--- src/rtl/arith_pkg.sv ---
`default_nettype none
// ============================================================================
//  Module      : arith_pkg
//  Description : Shared FSM state encoding for the serial arithmetic
//                controllers.
//  Revision    : 1.0 - initial release
// ============================================================================
package arith_pkg;

    localparam logic [1:0] ST_IDLE = 2'd0;
    localparam logic [1:0] ST_RUN  = 2'd1;
    localparam logic [1:0] ST_DONE = 2'd2;

    typedef enum logic [1:0] {
        S_IDLE = ST_IDLE,
        S_RUN  = ST_RUN,
        S_DONE = ST_DONE
    } state_e;

endpackage
`default_nettype wire

--- src/rtl/full_adder.sv ---
`default_nettype none
// ============================================================================
//  Module      : full_adder
//  Description : Single-bit full adder cell.
//  Revision    : 1.0 - initial release
// ============================================================================
module full_adder (
    input  logic a_i,
    input  logic b_i,
    input  logic cin_i,
    output logic sum_o,
    output logic cout_o
);

    assign sum_o  = a_i ^ b_i ^ cin_i;
    assign cout_o = (a_i & b_i) | (cin_i & (a_i ^ b_i));

endmodule
`default_nettype wire

--- src/rtl/serial_adder_ctrl.sv ---
`default_nettype none
// ============================================================================
//  Module      : serial_adder_ctrl
//  Description : Bit-serial WIDTH-bit add/subtract around one shared full
//                adder, LSB first, with valid/ready on both sides.
//  Revision    : 1.0 - initial release
// ============================================================================
module serial_adder_ctrl
    import arith_pkg::*;
#(
    parameter int WIDTH = 8
) (
    input  logic             clk,
    input  logic             rst,
    input  logic             in_valid,
    output logic             in_ready,
    input  logic [WIDTH-1:0] a,
    input  logic [WIDTH-1:0] b,
    input  logic             cin,
    input  logic             sub,
    output logic             out_valid,
    input  logic             out_ready,
    output logic [WIDTH-1:0] z,
    output logic             cout,
    output logic             ovf,
    output logic             busy
);

    localparam int             CW   = $clog2(WIDTH);
    localparam int             ZW   = WIDTH - 1;
    localparam logic [CW-1:0]  LAST = CW'(WIDTH - 1);

    state_e            state_q, state_d;
    logic [CW-1:0]     count_q, count_d;
    logic [WIDTH-1:0]  a_sh_q, a_sh_d;
    logic [WIDTH-1:0]  b_sh_q, b_sh_d;
    logic [ZW-1:0]     z_sh_q, z_sh_d;
    logic              carry_q, carry_d;
    logic [WIDTH-1:0]  z_q, z_d;
    logic              cout_q, cout_d;
    logic              ovf_q, ovf_d;

    logic              fa_sum;
    logic              fa_cout;

    full_adder u_fa (
        .a_i    (a_sh_q[0]),
        .b_i    (b_sh_q[0]),
        .cin_i  (carry_q),
        .sum_o  (fa_sum),
        .cout_o (fa_cout)
    );

    always_ff @(posedge clk) begin
        if (rst) begin
            state_q <= S_IDLE;
            count_q <= '0;
            a_sh_q  <= '0;
            b_sh_q  <= '0;
            z_sh_q  <= '0;
            carry_q <= 1'b0;
            z_q     <= '0;
            cout_q  <= 1'b0;
            ovf_q   <= 1'b0;
        end else begin
            state_q <= state_d;
            count_q <= count_d;
            a_sh_q  <= a_sh_d;
            b_sh_q  <= b_sh_d;
            z_sh_q  <= z_sh_d;
            carry_q <= carry_d;
            z_q     <= z_d;
            cout_q  <= cout_d;
            ovf_q   <= ovf_d;
        end
    end

    always_comb begin
        state_d = state_q;
        count_d = count_q;
        a_sh_d  = a_sh_q;
        b_sh_d  = b_sh_q;
        z_sh_d  = z_sh_q;
        carry_d = carry_q;
        z_d     = z_q;
        cout_d  = cout_q;
        ovf_d   = ovf_q;

        case (state_q)
            S_IDLE: begin
                if (in_valid) begin
                    // Subtraction is a + ~b + 1, so borrow-in becomes an inverted carry-in.
                    a_sh_d  = a;
                    b_sh_d  = sub ? ~b : b;
                    carry_d = sub ? ~cin : cin;
                    count_d = '0;
                    state_d = S_RUN;
                end
            end
            S_RUN: begin
                a_sh_d  = a_sh_q >> 1;
                b_sh_d  = b_sh_q >> 1;
                z_sh_d  = ZW'({fa_sum, z_sh_q} >> 1);
                carry_d = fa_cout;
                if (count_q == LAST) begin
                    // carry_q here is the carry into the MSB.
                    z_d     = {fa_sum, z_sh_q};
                    cout_d  = fa_cout;
                    ovf_d   = carry_q ^ fa_cout;
                    state_d = S_DONE;
                end else begin
                    count_d = count_q + CW'(1);
                end
            end
            S_DONE: begin
                if (out_ready) begin
                    state_d = S_IDLE;
                end
            end
            default: begin
                state_d = S_IDLE;
            end
        endcase
    end

    assign in_ready  = (state_q == S_IDLE);
    assign out_valid = (state_q == S_DONE);
    assign busy      = (state_q != S_IDLE);
    assign z         = z_q;
    assign cout      = cout_q;
    assign ovf       = ovf_q;

endmodule
`default_nettype wire

--- config.mk ---
export PLATFORM = sky130hd
export DESIGN_NAME = serial_adder_ctrl
export DESIGN_NICKNAME = d
export VERILOG_FILES = /design/src/rtl/arith_pkg.sv /design/src/rtl/full_adder.sv /design/src/rtl/serial_adder_ctrl.sv
export SDC_FILE = /design/constraint.sdc
export NUM_CORES = 1
export LEC_CHECK = 0
export BUFFER_PORTS_ARGS = -buffer_cell sky130_fd_sc_hd__buf_2
export CAP_MARGIN = 10
export CORE_MARGIN = 1
export CORE_UTILIZATION = 30
export CTS_CLUSTER_SIZE = 30
export DETAILED_ROUTE_END_ITERATION = 8
export GPL_TIMING_DRIVEN = 0
export PLACE_DENSITY = 0.6
export SYNTH_ARGS = -nofsm -noshare
export SYNTH_HDL_FRONTEND = slang
export SYNTH_SLANG_ARGS = --single-unit
--- constraint.sdc ---
create_clock -name clk -period 2.05 [get_ports clk]
set_input_delay 0.41 -clock clk [delete_from_list [all_inputs] [get_ports clk]]
set_output_delay 0.41 -clock clk [all_outputs]
set_load 0.005 [all_outputs]
# Word level (Yosys, flattened, before mapping)
# Cells that the tools add are included.
# totals
input_bits	22
output_inout_bits	13
reg_bits	39
# classes
n_reduce_logical	7
n_addsub	1
eq_ne	7
bitwise	8
mux	15
# op_table
op	count
case mux 8 bit (2 select lines)	2
two-way mux 8 bit	3
NOT 8 bit	1
two-way mux 2 bit	3
two-way mux 3 bit	2
inequality test 2 bit (second input constant)	3
case mux 2 bit (3 select lines)	1
case mux 3 bit (2 select lines)	1
AND reduction 3 bit	2
AND reduction 2 bit	2
nonzero test 2 bit	2
adder 3 x 1 -> 3 bit (second input constant)	1
== test 3 bit (second input constant)	1
XOR 1 bit	3
bitwise AND 1 bit	2
== test 2 x 1 -> 1 bit (second input constant)	1
== test 2 bit (second input constant)	1
logical NOT 2 bit	1
two-way mux 1 bit	2
inequality test 2 x 1 -> 1 bit (second input constant)	1
case mux 1 bit (2 select lines)	1
NOT 1 bit	1
OR 1 bit	1

# Depth between registers and ports, before layout
# Gate-level depths: netlist (run 1).
# logic_depth
depth_word	4
mapped_depth	7
depth_no_buf	5

# Cells and area by module
# From an unflattened synthesis (run 1), not the netlist that was laid out.
# unflattened
hier_cells	189
area_unflattened_um2	1689.1
# modules_own_cells
module	area_per_inst_um2	cells_each	instances	seq_area_each_um2
serial_adder_ctrl	1669.1	188	1	780.7
full_adder	20.0	1	1	0.0

# Worst setup path before layout (run 1)
# No wires, ideal clock.
# synth_path
kind	flip-flop to output port
start	reg state_q[0]
end	out in_ready
stages_incl_launch_ff	5
slack_ns	0.588
required_ns	1.640
path_buffers	2
t_arrival_ns	1.052
cell_sequence	dfxtp_1 > buf_4 > buf_4 > or2_2 > inv_1
# synth_via
elab_chain_len	1
# synth_lines
item	line_no	source
from (decl)	serial_adder_ctrl.sv:33	state_e state_q, state_d;
from (signal assigned)	serial_adder_ctrl.sv:66	state_q <= state_d;
logical NOT 2 bit	serial_adder_ctrl.sv:126	assign in_ready = (state_q == S_IDLE);
to (decl)	serial_adder_ctrl.sv:16	output logic in_ready,
# Every way passes these cells.

# Worst setup path in the final report (run 1)
# Same ends and word-level chain as after synthesis.

==> results of run 1 <==
[cell usage after synthesis (2+ instances only)]
cell type | instances | share of area, %
buf_2 | 6 | 1.8
nand2_1 | 35 | 7.8
xnor2_1 | 10 | 5.2
a221o_2 | 8 | 5.3
o21ai_0 | 2 | 0.59
nand2b_1 | 2 | 0.74
nand3_1 | 4 | 1.2
a211oi_1 | 8 | 3.6
buf_4 | 2 | 0.89
ha_1 | 2 | 1.5
clkbuf_1 | 4 | 0.89
a31oi_1 | 3 | 1.1
nor2_1 | 20 | 4.4
dfxtp_1 | 39 | 46
a21oi_1 | 20 | 5.9
or4b_1 | 2 | 1.2
mux2i_1 | 8 | 4.7
inv_1 | 2 | 0.44
[worst max-delay path, delay by kind of cell (launching register included)]
kind                   cells  cell delay [ps]
buffers and inverters      4              540
flip-flops                 1              370
AND/OR/NAND/NOR            1              300
[sequential cells by signal (all words and copies together) (netlist names)]
signal   count
state_q      2
z            8
a_sh_q       8
count_q      3
cout         1
b_sh_q       8
ovf          1
carry_q      1
z_sh_q       7
[where the power goes]
part | switching, mW | internal (mW) | leakage, nW
registers | 0.0223 | 0.791 | 0.318
clock network | 0.237 | 0.227 | 0.0371
logic | 0.0832 | 0.0820 | 0.440
total | 0.342 | 1.10 | 0.795
[how the worst min path moves through the flow]
stage	slack, ps	start	cells after the start	end
2_1_floorplan	430	z_sh_q[0]	2	z[0]
3_5_place_dp	450	z[2]	2	z[2]
3_3_place_gp	440	z[4]	2	z[4]
5_1_grt	410	rst	2	a_sh_q[4]
4_1_cts	380	rst	2	a_sh_q[4]
6_report	400	rst	2	a_sh_q[4]
[layout by cell type (no fill, tap or decap), drive strengths merged]
cell,count
dfxtp,39
o21bai,1
nand3,4
nand2b,2
mux2i,8
o21ba,1
o21ai,2
clkbuf,10
or2,1
nand3b,1
xnor2,10
nand2,35
nor3,1
and2b,1
nand4bb,1
fa,1
nor2b,1
a211oi,8
nor2,20
ha,2
a21oi,20
a221o,8
or4b,2
a31oi,3
inv,2
nor4b,1
and3b,1
buf,41
[layer usage]
layer | part of all wire, % | wire (um) | track usage [%]
met1 | 53 | 1810 | 16.4
met2 | 42 | 1450 | 19.1
met3 | 4.2 | 146 | 3.33
met4 | 1.2 | 43 | 5.09
met5 | 0 | 0 | 0
[logic make-up after synthesis]
kind of cell             Yosys count  synth area share [%]
buffers and inverters             15                  4.67
multiplexers                       8                  4.74
XOR/XNOR                          10                  5.18
AO/OA/AOI/OAI                     43                  17.6
flip-flops                        39                  46.2
adder cells (fa/ha/maj)            3                  2.67
AND/OR/NAND/NOR                   71                  19.0
[cell type report]
class	count	area (um^2)	share of cell area [%]
clock buffer	6	72.6	3.61
sequential	39	781	38.9
timing repair buffer	32	160	7.97
tap	70	87.6	4.36
multi-input combinational	135	830	41.3
inverter	2	7.51	0.374
buffer	13	71.3	3.55
==> impl_metrics.toml, run 1 <==
[global_routing]
grtUsageTotal_pct = 12.4
antenna_found_initial = 0
grt_pass1_wl_um = 5840
gr-total-overflow = 0
grt_max_degree = 11
first_global_vias = 1284

[finish]
n_fill_cell = 579
final_layout_size_suffix_gt1_share_pct = 24.7
nets = 253
syn2layout_area_growth_pct = 19.0
fin_cells = 297
postLayoutCoreUtil_pct = 38.1
final_cell_area_um2 = 2010
n_antenna_cell = 0

[floorplan]
start_util_pct = 32.1
die_h_um = 77.0
die_area_um2 = 5930
num_io_pins = 35
fp.dieW_um = 77.0
coreArea_um2 = 5270
row_count = 26

[cts]
htree_num_levels = 2
holdBufCountCts = 0
cts_resized = 0
tritoncts = "done"
cts_sinks = 39
post-cts-setup-buffers = 0
cts_buffers = 5
cts_root_buf = "clkbuf_8"
insertion_delay_ps = 280
clkTransAtPathRegs_ps = 70
clockBufferDepth = 2

[timing]
setup_tns_ps = 0
fin_skew_ps = 6.52
fmax_mhz = 523
fin_crit_ps = 1910
worst_slew_pin_slew_ps = 572
setup_ws_ps = 139
whs_ps = 399
maxSlewHeadroom_pct = 61.7
slew_violations = 0
finalSetupViolations = 0
rsz0062_at_grt = "no"
fin_crit_sh_pct = 93.2
hold_violations = 0

[routing]
drt_iter0_drc = 45
drt-pass1-iter-count = 4
routed_wl_um = 3450
vias_per_cell = 4.62
drc = 0
ant_nets = 0
vias = 1373
avgRoutedWirePerCell_um = 11.6

[yosys]
synth_cell_types = 30
synth_edf_count = 0
synth_seq_area_share_pct = 46.2
synthCells = 189
synth_fp_nets = 214
syn_area_um2 = 1690
synth_seq_cells = 39
synth_flop_cell = "dfxtp_1"
ys_warn_count = 0
syn_area_per_cell_um2 = 8.94
ys_async_sr_fraction_pct = 0

[critical_path]
r2r-end = "cout"
r2r_cells = 6
endpoint_kind = "output pin"
cp-start-kind = "flop"
crit_arrival_ps = 1500
crit_top_cell = "buf_4"
path_max_fanout = 10
startpoint = "state_q[0]"
crit_slowest_cell = "dfxtp_1"
max_stage_delay_ps = 370
worst-endpoint-required_ps = 1640
r2r_slack_ps = 280
cp-endpoint = "in_ready"
rr_startpoint = "count_q[0]"
critPathKind = "reg2out"
path_cells = "buf_4 > buf_4 > or2_2 > inv_1 > buf_2"

[place]
pre_cts_slack_ps = 307
dpl_cell_area_um2 = 1940
gp_congestion = 0.746
dp.cells = 291
place_hpwl_um = 2480
numPortBuffers = 32

[power]
p_total_mw = 1.44
ir_worst_vdd_mv = 0.308
power.density_nw_per_um2 = 717
p_leak_nw = 0.795

[flow_run]
cap_violations = 0

[hold_path]
hp-class = "in2reg"

[status]
status = "finished, final reports clean"
Note: power is estimated with default switching activity, not from simulation.
==> run 2: changes to the inputs <==
--- a/config.mk
+++ b/config.mk
@@ -13,6 +13,8 @@
 export DETAILED_ROUTE_END_ITERATION = 8
 export GPL_TIMING_DRIVEN = 0
 export PLACE_DENSITY = 0.6
+export SKIP_CTS_REPAIR_TIMING = 1
 export SYNTH_ARGS = -nofsm -noshare
 export SYNTH_HDL_FRONTEND = slang
+export SYNTH_HIERARCHICAL = 1
 export SYNTH_SLANG_ARGS = --single-unit
==> impl_metrics.toml, run 2 <==
[timing]
fmax_mhz = 523
rsz0062_at_grt = "no"
setup_tns_ps = 0
fin_crit_sh_pct = 93.3
slew_violations = 0
maxSlewHeadroom_pct = 64.4
finalSetupViolations = 0
fin_skew_ps = 4.95
fin_crit_ps = 1910
worst_slew_pin_slew_ps = 532
hold_violations = 0

[global_routing]
gr-total-overflow = 0
grt_util_met2_pct = 20.3
top_usage_layer = "met2"
grt_max_degree = 12
gr-usage-met1_pct = 16.4
first_global_vias = 1338
grt_pass1_wl_um = 6040
antenna_found_initial = 0
grtUsageTotal_pct = 12.8
globalRouteMet3Util_pct = 3.45

[critical_path]
path_cells = "buf_4 > buf_4 > or2_2 > inv_1 > buf_2"
crit_slowest_cell = "dfxtp_1"
endpoint_kind = "output pin"
critPathKind = "reg2out"
r2r-end = "z[7]"
r2r_slack_ps = 340
rr_startpoint = "count_q[0]"
max_stage_delay_ps = 370
crit_arrival_ps = 1500
path_max_fanout = 10
r2r_cells = 6
worst-endpoint-required_ps = 1640
cp-start-kind = "flop"
crit_top_cell = "buf_4"

[routing]
drt_iter0_drc = 44
routed_wl_um = 3410
vias_per_cell = 4.75
drc = 0
drt-pass1-iter-count = 4
avgRoutedWirePerCell_um = 11.4
vias = 1419
ant_nets = 0

[yosys]
ys_top_cells_by_area = "dfxtp_1 46%, nand2_1 7.8%, a21oi_1 5.9%, a221o_2 5.3%, xnor2_1 5.2%"
ys_warn_count = 6
synth_seq_cells = 39
netlist_top_cells_count = "39 x dfxtp_1, 35 x nand2_1, 20 x a21oi_1, 20 x nor2_1, 10 x xnor2_1"
syn_area_per_cell_um2 = 8.94
synth_cell_types = 30
synth_seq_area_share_pct = 46.2
ys_async_sr_fraction_pct = 0
synthCells = 189
synth_top_cell_by_area = "dfxtp_1"
synth_top_area_share_pct = 46.2
synth_fp_nets = 214
synth_flop_cell = "dfxtp_1"
synth_edf_count = 0
syn_area_um2 = 1690
synth.most_common_cell = "dfxtp_1"

[place]
numPortBuffers = 32
dpl_cell_area_um2 = 1940
gp_congestion = 0.706
place_hpwl_um = 2400

[floorplan]
die_h_um = 77.0
fp.dieW_um = 77.0
num_io_pins = 35
row_count = 26
start_util_pct = 32.1
coreArea_um2 = 5270
die_area_um2 = 5930

[finish]
n_fill_cell = 572
n_antenna_cell = 0
final_layout_size_suffix_gt1_share_pct = 24.9
final_cell_mix = "39 x dfxtp_1, 38 x buf_2, 35 x nand2_1"
nets = 253
final_cell_area_um2 = 2020
syn2layout_area_growth_pct = 19.5
final_common_cell = "dfxtp_1"

[hold_path]
hp-class = "in2reg"
holdPathStages = 2
hp-start = "rst"
min_delay_worst_endpoint = "a_sh_q[0]"

[cts]
clkTransAtPathRegs_ps = 70
htree_num_levels = 2
tritoncts = "done"
clockBufferDepth = 2
insertion_delay_ps = 290
cts_sinks = 39
cts_root_buf = "clkbuf_8"
cts_buffers = 5

[power]
p_total_mw = 1.47
ir_worst_vdd_mv = 0.363
p_leak_nw = 0.800
power.density_nw_per_um2 = 727

[flow_run]
cap_violations = 0

[status]
status = "finished, final reports clean"
-- run 2: changes by cell type in the layout (fill, tap and decap cells not counted), sizes merged --
cell	before	now
clkbuf	10	11
clkinv	0	1
-- run 2: kinds of logic (layout without fill, tap and decap cells) --
kind of cell | Yosys count | after routing | synth area share [%]
mux | 8 | 8 | 4.74
fa+ha+maj | 3 | 3 | 2.67
compound gates | 43 | 43 | 17.6
buf+inv | 15 | 55 | 4.67
xor+xnor | 10 | 10 | 5.18
flops | 39 | 39 | 46.2
simple gates | 71 | 71 | 19.0
-- run 2: report_power, final --
part           internal [mW]  switching [mW]
clock network          0.239           0.252
logic                 0.0819          0.0826
registers              0.790          0.0217
-- run 2: critical path, delay by kind of cell, from the launching register on --
family / cells / cell delay (ps)
buf+inv: 4 / 540
flops: 1 / 370
simple gates: 1 / 300
-- run 2: per-layer routing --
| layer | share of wire [%] | up-vias |
|---|---|---|
| li1 | - | 729 |
| met1 | 51 | 651 |
| met2 | 43 | 34 |
| met3 | 4.8 | 5 |
| met4 | 1.2 | 0 |
| met5 | 0 | - |
-- run 2: worst max-delay path by stage --
stage               endpoint        from  depth (start not counted)  slack [ps]
finish              in_ready  state_q[0]                          5         140
global route        in_ready  state_q[0]                          5          70
CTS                 in_ready  state_q[0]                          5         130
detailed placement      z[7]  count_q[0]                          6         320
global placement        cout  count_q[0]                          6         330
floorplan           in_ready  state_q[0]                          4         590
-- run 2: cell type report --
cell class	count	area [um^2]	share of cell area (%)
buffer	13	71.3	3.53
clock buffer	7	76.3	3.78
clock inverter	1	5.00	0.248
inverter	2	7.51	0.372
multi-input combinational	135	830	41.1
sequential	39	781	38.7
tap	70	87.6	4.34
timing repair buffer	32	160	7.94
-- run 2: stage by stage --
step,util [%],hold slack (ps),std cells,worst slack (ps)
floorplan,-,432,189,588
detailed placement,36.8,445,291,317
finish,38.3,378,299,137
CTS,38.3,364,299,127
global placement,36.8,440,291,335
global route,38.3,380,299,66.0
